File: src/rtl/sobel_pkg.sv
`timescale 1ns/1ps
// Shared types for the Sobel frame controller: FSM states, error codes, header length.
package sobel_pkg;

  typedef enum logic [2:0] {
    IDLE, HDR, CHECK, REPLAY, STREAM, DRAIN, DONE, ERROR
  } state_t;

  typedef enum logic [1:0] {
    ERR_NONE, ERR_BAD_DIM, ERR_TIMEOUT, ERR_OVERRUN
  } err_t;

  localparam int HDR_BYTES = 4;

endpackage

File: src/rtl/sobel_tx_fifo.sv
`timescale 1ns/1ps
// Show-ahead byte FIFO feeding UART TX; rd_data valid the cycle after a push, push into a full FIFO only lands when popped in the same cycle.
// flush empties it in one cycle; free reports the number of unused entries.
module sobel_tx_fifo #(
  parameter int DEPTH = 4
) (
  input  logic                   clk,
  input  logic                   rst,
  input  logic                   push,
  input  logic [7:0]             push_data,
  input  logic                   pop,
  input  logic                   flush,
  output logic [7:0]             rd_data,
  output logic                   full,
  output logic                   empty,
  output logic [$clog2(DEPTH):0] free
);
  localparam int AW = $clog2(DEPTH);
  localparam logic [AW:0] DEPTH_V = (AW+1)'(DEPTH);

  logic [7:0]    mem [DEPTH];
  logic [AW-1:0] wr_ptr, rd_ptr;
  logic [AW:0]   count;
  logic          do_push, do_pop;

  assign empty   = (count == '0);
  assign full    = (count == DEPTH_V);
  assign free    = DEPTH_V - count;
  assign do_pop  = pop & ~empty;
  assign do_push = push & (~full | do_pop);
  assign rd_data = empty ? 8'h00 : mem[rd_ptr];

  always_ff @(posedge clk) begin
    if (do_push && !flush) mem[wr_ptr] <= push_data;
  end

  always_ff @(posedge clk or posedge rst) begin
    if (rst) begin
      wr_ptr <= '0;
      rd_ptr <= '0;
      count  <= '0;
    end else if (flush) begin
      wr_ptr <= '0;
      rd_ptr <= '0;
      count  <= '0;
    end else begin
      if (do_push) wr_ptr <= wr_ptr + 1'b1;
      if (do_pop)  rd_ptr <= rd_ptr + 1'b1;
      case ({do_push, do_pop})
        2'b10:   count <= count + 1'b1;
        2'b01:   count <= count - 1'b1;
        default: count <= count;
      endcase
    end
  end

endmodule

File: src/rtl/sobel_frame_ctrl.sv
`timescale 1ns/1ps
// Frame controller between UART and Sobel core: header parse/replay, byte accounting, TX buffering, error recovery.
// rx->core 1 cycle, core->tx 1 cycle; core throttled via core_ready. SOBEL_CTRL_ECHO_HDR_EN echoes the header to TX.
module sobel_frame_ctrl
  import sobel_pkg::*;
#(
  parameter int MAX_WIDTH      = 1024,
  parameter int MAX_HEIGHT     = 1024,
  parameter int TIMEOUT_CYCLES = 1_000_000,
  parameter int TX_FIFO_DEPTH  = 4
) (
  input  logic       clk,
  input  logic       rst,
  input  logic [7:0] rx_data,
  input  logic       rx_valid,
  output logic       core_rst,
  output logic [7:0] core_data,
  output logic       core_valid,
  output logic       core_ready,
  input  logic [7:0] core_out_data,
  input  logic       core_out_valid,
  output logic [7:0] tx_data,
  output logic       tx_valid,
  input  logic       tx_ready,
  output logic       busy,
  output logic       frame_done,
  output logic [1:0] err
);
  localparam int FW = $clog2(TX_FIFO_DEPTH);
  localparam int TW = $clog2(TIMEOUT_CYCLES + 1);
  localparam logic [TW-1:0] TMO_LAST = TW'(TIMEOUT_CYCLES - 1);
  localparam logic [FW:0]   FREE_MIN = (FW+1)'(2);
  localparam logic [15:0]   MAX_W    = 16'(MAX_WIDTH);
  localparam logic [15:0]   MAX_H    = 16'(MAX_HEIGHT);

  state_t        state, state_nxt;
  err_t          err_q, err_nxt;
  logic [7:0]    hdr_b [HDR_BYTES];
  logic [1:0]    hdr_idx;
  logic [31:0]   total, in_cnt, out_cnt;
  logic [TW-1:0] tmo_cnt;
  logic [7:0]    pix_dat;
  logic          pix_vld;
  logic [15:0]   width, height;
  logic          dim_ok, tmo_clr, tmo_hit, drop, out_phase;
  logic          fifo_push, fifo_pop, fifo_full, fifo_empty;
  logic [7:0]    fifo_wdat;
  logic [FW:0]   fifo_free;

  assign width     = {hdr_b[1], hdr_b[0]};
  assign height    = {hdr_b[3], hdr_b[2]};
  assign dim_ok    = (width >= 16'd3) && (width <= MAX_W) && (height >= 16'd3) && (height <= MAX_H);
  assign out_phase = (state == STREAM) || (state == DRAIN);
  assign tmo_clr   = (state == DRAIN) ? core_out_valid : rx_valid;
  assign tmo_hit   = (tmo_cnt == TMO_LAST) && !tmo_clr;
  assign fifo_pop  = tx_valid & tx_ready;
  assign drop      = out_phase && core_out_valid && fifo_full && !fifo_pop;
  assign tx_valid  = ~fifo_empty;
  assign err       = err_q;

`ifdef SOBEL_CTRL_ECHO_HDR_EN
  assign fifo_push = (out_phase && core_out_valid) || (state == REPLAY);
  assign fifo_wdat = (state == REPLAY) ? hdr_b[hdr_idx] : core_out_data;
`else
  assign fifo_push = out_phase && core_out_valid;
  assign fifo_wdat = core_out_data;
`endif

  sobel_tx_fifo #(.DEPTH(TX_FIFO_DEPTH)) u_tx_fifo (
    .clk       (clk),
    .rst       (rst),
    .push      (fifo_push),
    .push_data (fifo_wdat),
    .pop       (fifo_pop),
    .flush     (state == ERROR),
    .rd_data   (tx_data),
    .full      (fifo_full),
    .empty     (fifo_empty),
    .free      (fifo_free)
  );

  always_ff @(posedge clk or posedge rst) begin
    if (rst) state <= IDLE;
    else     state <= state_nxt;
  end

  always_comb begin
    state_nxt  = state;
    err_nxt    = err_q;
    core_rst   = (state == IDLE) || (state == HDR) || (state == DONE) || (state == ERROR);
    busy       = (state != IDLE) && (state != ERROR);
    frame_done = (state == DONE);
    core_ready = out_phase && (fifo_free >= FREE_MIN);
    core_valid = (state == REPLAY) || pix_vld;
    core_data  = (state == REPLAY) ? hdr_b[hdr_idx] : pix_dat;
    case (state)
      IDLE: if (rx_valid) state_nxt = HDR;
      HDR: begin
        if (tmo_hit) begin
          state_nxt = ERROR; err_nxt = ERR_TIMEOUT;
        end else if (rx_valid && hdr_idx == 2'd3) state_nxt = CHECK;
      end
      CHECK: begin
        if (rx_valid) begin
          state_nxt = ERROR; err_nxt = ERR_OVERRUN;
        end else if (!dim_ok) begin
          state_nxt = ERROR; err_nxt = ERR_BAD_DIM;
        end else begin
          state_nxt = REPLAY; err_nxt = ERR_NONE;
        end
      end
      REPLAY: begin
        if (rx_valid) begin
          state_nxt = ERROR; err_nxt = ERR_OVERRUN;
        end else if (hdr_idx == 2'd3) state_nxt = STREAM;
      end
      STREAM: begin
        if (drop || (rx_valid && in_cnt == total)) begin
          state_nxt = ERROR; err_nxt = ERR_OVERRUN;
        end else if (tmo_hit) begin
          state_nxt = ERROR; err_nxt = ERR_TIMEOUT;
        end else if (rx_valid && (in_cnt + 32'd1 == total)) state_nxt = DRAIN;
      end
      DRAIN: begin
        if (drop) begin
          state_nxt = ERROR; err_nxt = ERR_OVERRUN;
        end else if (tmo_hit) begin
          state_nxt = ERROR; err_nxt = ERR_TIMEOUT;
        end else if (out_cnt == total && fifo_empty) state_nxt = DONE;
      end
      DONE:    state_nxt = IDLE;
      ERROR:   state_nxt = IDLE;
      default: state_nxt = IDLE;
    endcase
  end

  // hdr_idx doubles as the replay pointer; it wraps to 0 on entering CHECK
  always_ff @(posedge clk or posedge rst) begin
    if (rst) begin
      err_q   <= ERR_NONE;
      hdr_b   <= '{default: 8'h00};
      hdr_idx <= 2'd0;
      total   <= '0;
      in_cnt  <= '0;
      out_cnt <= '0;
      pix_vld <= 1'b0;
      pix_dat <= 8'h00;
    end else begin
      err_q   <= err_nxt;
      pix_vld <= 1'b0;
      case (state)
        IDLE: begin
          hdr_idx <= rx_valid ? 2'd1 : 2'd0;
          if (rx_valid) hdr_b[0] <= rx_data;
        end
        HDR: if (rx_valid) begin
          hdr_b[hdr_idx] <= rx_data;
          hdr_idx        <= hdr_idx + 2'd1;
        end
        CHECK: begin
          total   <= 32'(width) * 32'(height);
          in_cnt  <= '0;
          out_cnt <= '0;
        end
        REPLAY: hdr_idx <= hdr_idx + 2'd1;
        STREAM: if (rx_valid && in_cnt != total) begin
          pix_vld <= 1'b1;
          pix_dat <= rx_data;
          in_cnt  <= in_cnt + 32'd1;
        end
        DONE, ERROR: begin
          hdr_idx <= 2'd0;
          total   <= '0;
          in_cnt  <= '0;
          out_cnt <= '0;
        end
        default: ;
      endcase
      if (out_phase && core_out_valid) out_cnt <= out_cnt + 32'd1;
    end
  end

  always_ff @(posedge clk or posedge rst) begin
    if (rst) tmo_cnt <= '0;
    else if (state == HDR || out_phase) tmo_cnt <= tmo_clr ? '0 : tmo_cnt + 1'b1;
    else tmo_cnt <= '0;
  end

endmodule

File: config.mk
export PLATFORM = sky130hd
export DESIGN_NAME = sobel_frame_ctrl
export DESIGN_NICKNAME = d
export VERILOG_FILES = /design/src/rtl/sobel_pkg.sv /design/src/rtl/sobel_tx_fifo.sv /design/src/rtl/sobel_frame_ctrl.sv
export SDC_FILE = /design/constraint.sdc
export NUM_CORES = 1
export LEC_CHECK = 0
export CORE_MARGIN = 2
export CORE_UTILIZATION = 60
export CTS_BUF_LIST = sky130_fd_sc_hd__clkbuf_16
export CTS_CLUSTER_SIZE = 40
export DETAILED_ROUTE_END_ITERATION = 8
export HOLD_SLACK_MARGIN = 0.02
export PLACE_DENSITY = 0.77
export REMOVE_ABC_BUFFERS = 1
export SYNTH_ARGS = -nofsm -noshare
export SYNTH_HDL_FRONTEND = slang
export SYNTH_SLANG_ARGS = --single-unit
File: constraint.sdc
create_clock -name clk -period 7.4 [get_ports clk]
set_input_delay 1.48 -clock clk [delete_from_list [all_inputs] [get_ports clk]]
set_output_delay 1.48 -clock clk [all_outputs]
set_load 0.05 [all_outputs]
Yosys cells after proc, flatten, opt, wreduce, memory -nomap -nowiden
Memory sizes are Yosys's and may differ from the RTL's.
Index checks and enable logic that the tools add are counted.
- bits in read-only memories: 0
- logic and storage cells: 166
- output and inout bits: 24
- RAM bits: 32
- bits of input ports: 21
- register bits: 171
- latch bits: 0
- memories kept: 1
- memory list (name ; depth ; width ; rd ports ; clocked after Yosys merged registers in ; wr ports ; line ; source):
    u_tx_fifo.mem ; 4 ; 8 ; 1 ; 0 ; 1 ; sobel_tx_fifo.sv:21 ; logic [7:0] mem [DEPTH];
- multiply operators: 1
- shift-type cells: 0
- eq/ne operators: 25
- reduce and logical (&&, ||, !) cells: 47
- mux-type cells: 53
- divide/modulo/power cells: 0
- add/subtract/negate cells: 9
- bitwise operators: 7
- $lt $le $gt $ge: 7
- operator list (kind ; number):
    $mux W32 ; 4
    $pmux W32 S2 ; 2
    $eq A32 B32 Y1 ; 3
    $add A32 B1 Y32 const B ; 2
    $mux W8 ; 6
    $mux W3 ; 14
    $mux W20 ; 2
    $bwmux W32 ; 1
    $ge A16 B2 Y1 const B ; 2
    $le A16 B11 Y1 const B ; 2
    $mul A16 B16 Y32 ; 1
    $ne A32 B32 Y1 ; 1
    $pmux W3 S7 ; 1
    $add A20 B1 Y20 const B ; 1
    $eq A20 B20 Y1 const B ; 1
    $mux W2 ; 10
    $bmux W8 S2 ; 1
    $demux W8 S2 ; 1
    $logic_and A1 B1 Y1 ; 16
    $pmux W8 S2 ; 1
    $eq A3 B3 Y1 const B ; 5
    $reduce_bool A2 Y1 ; 6
    $pmux W2 S5 ; 1
    $reduce_and A2 Y1 ; 5
    other kinds (34) ; 60

Logic depth before layout (Yosys ltp)
Gate-level depths: netlist (run 1).
- word-level depth: 9
- gate-level depth with buffers: 24
- mapped depth without buffers: 22

Modules after synthesis
From an unflattened synthesis (run 1), not the netlist that was laid out.
- cell total of the unflattened synthesis: 2079
- area total of the unflattened synthesis: 19538.7 µm²
- by module, submodules not included (module ; sequential area each (µm²) ; area an instance (µm²) ; cells each ; instances):
    sobel_frame_ctrl ; 4103.9 ; 17735.8 ; 1968 ; 1
    sobel_tx_fifo ; 1136.1 ; 1803.0 ; 111 ; 1

Least setup slack after synthesis (run 1)
Ideal clock, no wire load.
- path type: reg-to-reg
- start: register hdr_b[11] (netlist name)
- end: register total[30]
- path buffers: 2
- path slack: 1.318 ns
- setup time: 0.128 ns
- required time: 7.272 ns
- period minus slack after synthesis: 6.082 ns
- data arrival time: 5.954 ns
- cell stages (with the launch flop): 22
- cell sequence: dfrtp_1 -> clkbuf_1 -> clkbuf_1 -> nand2_1 -> fa_1 -> fa_1 -> fa_1 -> fa_1 -> inv_1 -> fa_1 -> inv_1 -> fa_1 -> inv_1 -> ha_1 -> and4_1 -> a21o_1 -> a2111oi_4 -> o21ai_1 -> a211oi_2 -> o2111ai_1 -> mux2i_1 -> nand3_1
- cells in the longest elaborated chain, start to end: 2
- RTL lines (element ; line ; source):
    start: declaration ; sobel_frame_ctrl.sv:38 ; logic [7:0] hdr_b [HDR_BYTES];
    start signal: indexed assignment ; sobel_frame_ctrl.sv:157 ; hdr_b[hdr_idx] <= rx_data;
    $mul A16 B16 Y32 ; sobel_frame_ctrl.sv:161 ; total <= 32'(width) * 32'(height);
    $pmux W32 S2 ; sobel_frame_ctrl.sv:151 ; case (state)
    end signal: assignment ; sobel_frame_ctrl.sv:161 ;
    end: declaration ; sobel_frame_ctrl.sv:40 ; logic [31:0] total, in_cnt, out_cnt;
No other way between the ends.
A chain may end at the register's enable or synchronous reset.

Final worst setup path (run 1)
- start: register hdr_b[1] (netlist name)
- end: register total[29]
Same word-level chain as after synthesis.

==> flow_summary_export.csv, run 1 <==
group,metric,value,unit
timing,worst_pin_slew,0.978,ns
critical_path,critPathRequiredTime,7.76,ns
critical_path,worst_path_max_delay_cell,"dfrtp_1",
drt,viasPerCell,5.95,
timing,max_slew_margin,34.6,%
critical_path,worst_path_most_repeated_cell,"fa_1",
critical_path,arrival,7.05,ns
clock_tree,cts_tree,"yes",
logic_synthesis,synth_area,19500,µm²
drt,routed_wl,47500,µm
critical_path,worst-setup-path-type,"reg -> reg",
timing,tns,0,ns
clock_tree,insertion_delay,0.52,ns
logic_synthesis,synthCells,2057,
clock_tree,cts_resized,0,
logic_synthesis,synthFlopType,"dfrtp_1",
critical_path,critPathMaxFanout,19,
finish,syn2layout_area_growth,6.94,%
critical_path,cp_top_family,"adder cells",
global_route,grt.total_usage,29.0,%
finish,multi_input_area,12800,µm²
run,max_cap_violations,0,
floorplanning,floorplan.initialDensity,60.4,%
clock_tree,clockBufferDepth,3,
global_route,grt_pass1_vias,15000,
critical_path,slowest_delay,0.93,ns
critical_path,crit_chain,"nand2_1 -> fa_1 -> fa_1 -> inv_1 -> fa_1 -> fa_1 -> fa_1 -> inv_1 -> fa_1 -> inv_1 -> ha_1 -> a21oi_1 -> nor2_1 -> a211oi_1 -> o211ai_1 -> nor3_1 -> o31a_1 -> xor2_1 -> o21ai_0",
timing,hold_viol,0,
floorplanning,num_rows,66,
floorplanning,dieArea,34000,µm²
clock_tree,hold_buffers,0,
place,io_buffers,44,
critical_path,crit_buf_inv,3,
critical_path,critical_path.startpoint,"hdr_b[1]",
timing,rsz0062_at_grt,"no",
finish,fin_nets,2365,
timing,fin_crit,6.69,ns
clock_tree,cts_buffers,23,
clock_tree,cts_max_level,1,
logic_synthesis,synth_cell_types,80,
global_route,grt_overflow,0,
timing,slew_violations,0,
timing,fin_crit_sh,90.4,%
logic_synthesis,postSynth.asyncResetShare,84.2,%
floorplanning,dieHeight,184,µm
clock_tree,root_buffer,"clkbuf_16",
floorplanning,die-width,184,µm
clock_tree,cts_setup_buffers,0,
place,gp_congestion,0.912,
logic_synthesis,yosys_register_bits,203,
finish,n_fill_cell,2580,
drt,firstDrtPassIters,6,
drt,ant_nets,0,
timing,skew,0.0108,ns
clock_tree,clk_pin_slew,0.06,ns
hold_path,hold_class,"reg -> reg",
timing,fmax,149,MHz
drt,drc,0,
clock_tree,cts.sinks,203,
hold_path,worstHoldStart,"tmo_cnt[0]",
run_status,outcome,"completed",
critical_path,endpoint_kind,"flop",
drt,drt_iter0_drc,1263,
floorplanning,io_pins,45,
logic_synthesis,syn_avg_cell_area,9.48,µm²
global_route,grt_pass1_wl,77900,µm
logic_synthesis,synth_warnings,0,
finish,ff_latch_area,5240,µm²
global_route,grt_max_degree,102,
drt,wl_per_cell,19.1,µm
finish,post_route_cells_drive_above_1_share,6.50,%
floorplanning,core_area,32300,µm²
logic_synthesis,synth-edff-count,32,
logic_synthesis,yosysSeqAreaShare,26.9,%
critical_path,startpoint_type,"flop",
place,place_hpwl,35700,µm
timing,setup_viol,0,
critical_path,r2r_start,"hdr_b[1]",
global_route,antenna_found_initial,0,
drt,vias,14800,
finish,antenna_cells,0,
[cell type report]
class                      instances  share of cell area, %
sequential                       203                   25.1
timing repair buffer              56                   2.54
multi-input combinational       1480                   61.6
clock buffer                      23                   2.76
inverter                         265                   4.79
tap                              442                   2.65
clock inverter                    18                  0.528
[layout by cell type, fill, tap and decap left out, types with 4 or more instances in the layout]
master and instances:
a41oi_1 4, nand4_1 41, xor2_1 78, edfxtp_1 32, buf_4 12, mux2i_1 23, inv_1 269, nor3_1 19
nor4_1 24, and3_1 7, o21ai_1 11, mux2_2 50, and4_1 10, clkdlybuf4s50_1 44, o211ai_1 9, nand3_1 44
a21o_1 10, a22o_1 9, nand2_1 267, o31ai_1 16, dfrtp_1 171, a31oi_1 12, xnor2_1 62, o21a_1 5
clkbuf_16 23, nor2_1 91, mux4_2 16, nor2b_1 10, ha_1 120, o21ai_0 74, or3_1 18, clkinv_1 4
fa_1 195, and2_1 130, a21oi_1 46, nand2b_1 6, a211oi_1 8, o22ai_1 5
[sequential cells by signal, indices dropped and copies added, names as in the netlist]
signal / count
u_tx_fifo.wr_ptr: 2
state: 3
pix_dat: 8
u_tx_fifo.count: 3
total: 32
pix_vld: 1
hdr_idx: 2
hdr_b: 32
err: 2
tmo_cnt: 20
u_tx_fifo.mem: 32
in_cnt: 32
u_tx_fifo.rd_ptr: 2
out_cnt: 32
[final timing paths]
kind | to | slack, ns | cells past startpoint
max | total[29] | 0.71 | 19
min | tmo_cnt[0] | 0.49 | 1
max reg2reg | total[29] | 0.71 | 19
min reg2reg | tmo_cnt[0] | 0.49 | 1
max in group asynchronous | total[31] | 4.34 | 3
min in group asynchronous | u_tx_fifo.count[0] | 1.54 | 2
[worst register-to-register path: stages (launching register included)]
cell,delay [ns]
dfrtp_1,0.93
nand2_1,0.20
fa_1,0.55
fa_1,0.52
inv_1,0.05
fa_1,0.49
fa_1,0.54
fa_1,0.55
inv_1,0.06
fa_1,0.53
inv_1,0.04
ha_1,0.39
a21oi_1,0.24
nor2_1,0.07
a211oi_1,0.31
o211ai_1,0.16
nor3_1,0.40
o31a_1,0.28
xor2_1,0.15
o21ai_0,0.08
[logic make-up (layout without fill, tap and decap cells)]
logic type / Yosys count / in the layout / share of synthesized area, %
xor+xnor: 140 / 140 / 6.29
simple gates: 699 / 699 / 18.1
buf+inv: 374 / 362 / 7.38
flops: 203 / 203 / 26.9
compound gates: 237 / 237 / 7.69
mux: 89 / 89 / 5.92
fa+ha+maj: 315 / 315 / 27.7
[synthesized netlist by cell type, drive strengths merged, types with 21 or more instances]
| cell | count | area, µm² |
|---|---|---|
| a21oi | 46 | 230 |
| and2 | 131 | 822 |
| buf | 21 | 114 |
| clkbuf | 88 | 330 |
| dfrtp | 171 | 4280 |
| edfxtp | 32 | 961 |
| fa | 195 | 3900 |
| ha | 120 | 1500 |
| inv | 264 | 991 |
| mux2 | 50 | 563 |
| mux2i | 23 | 230 |
| nand2 | 267 | 1000 |
| nand3 | 46 | 248 |
| nand4 | 42 | 269 |
| nor2 | 92 | 348 |
| nor3 | 21 | 115 |
| nor4 | 27 | 196 |
| o21ai | 88 | 444 |
| xnor2 | 62 | 543 |
| xor2 | 78 | 683 |
[per-layer routing]
| layer | GRT usage (%) | up-vias | routed length, µm |
|---|---|---|---|
| met1 | 40.2 | 7406 | 19800 |
| met5 | 0 | - | 0 |
| met4 | 10.1 | 0 | 1550 |
| met2 | 47.0 | 584 | 22500 |
| met3 | 4.31 | 109 | 3660 |
| li1 | - | 6708 | - |
[metrics by stage]
stage | area (µm²) | instances | util, % | hold WS [ns] | worst slack, ns
finish | 20900 | 2487 | 64.6 | 0.490 | 0.710
global placement | 20200 | 2446 | 62.5 | 0.470 | 0.974
floorplan | 19100 | 1948 | - | 0.455 | 1.29
CTS | 20900 | 2487 | 64.6 | 0.487 | 0.858
global route | 20900 | 2487 | 64.6 | 0.521 | 0.389
detailed placement | 20200 | 2446 | 62.5 | 0.479 | 0.900
Power of run 1 is left out: the tool's default activity adds up to more than one toggle a clock period on the data nets, which glitch-free logic cannot reach.
==> run 2, diff against run 1 <==
--- a/config.mk
+++ b/config.mk
@@ -5,6 +5,7 @@
 export SDC_FILE = /design/constraint.sdc
 export NUM_CORES = 1
 export LEC_CHECK = 0
+export CAP_MARGIN = 20
 export CORE_MARGIN = 2
 export CORE_UTILIZATION = 60
 export CTS_BUF_LIST = sky130_fd_sc_hd__clkbuf_16
==> results of run 2 <==
The final DEF is identical to that of run 1; final timing and power are the same.
Power of run 2 is left out for the same reason.
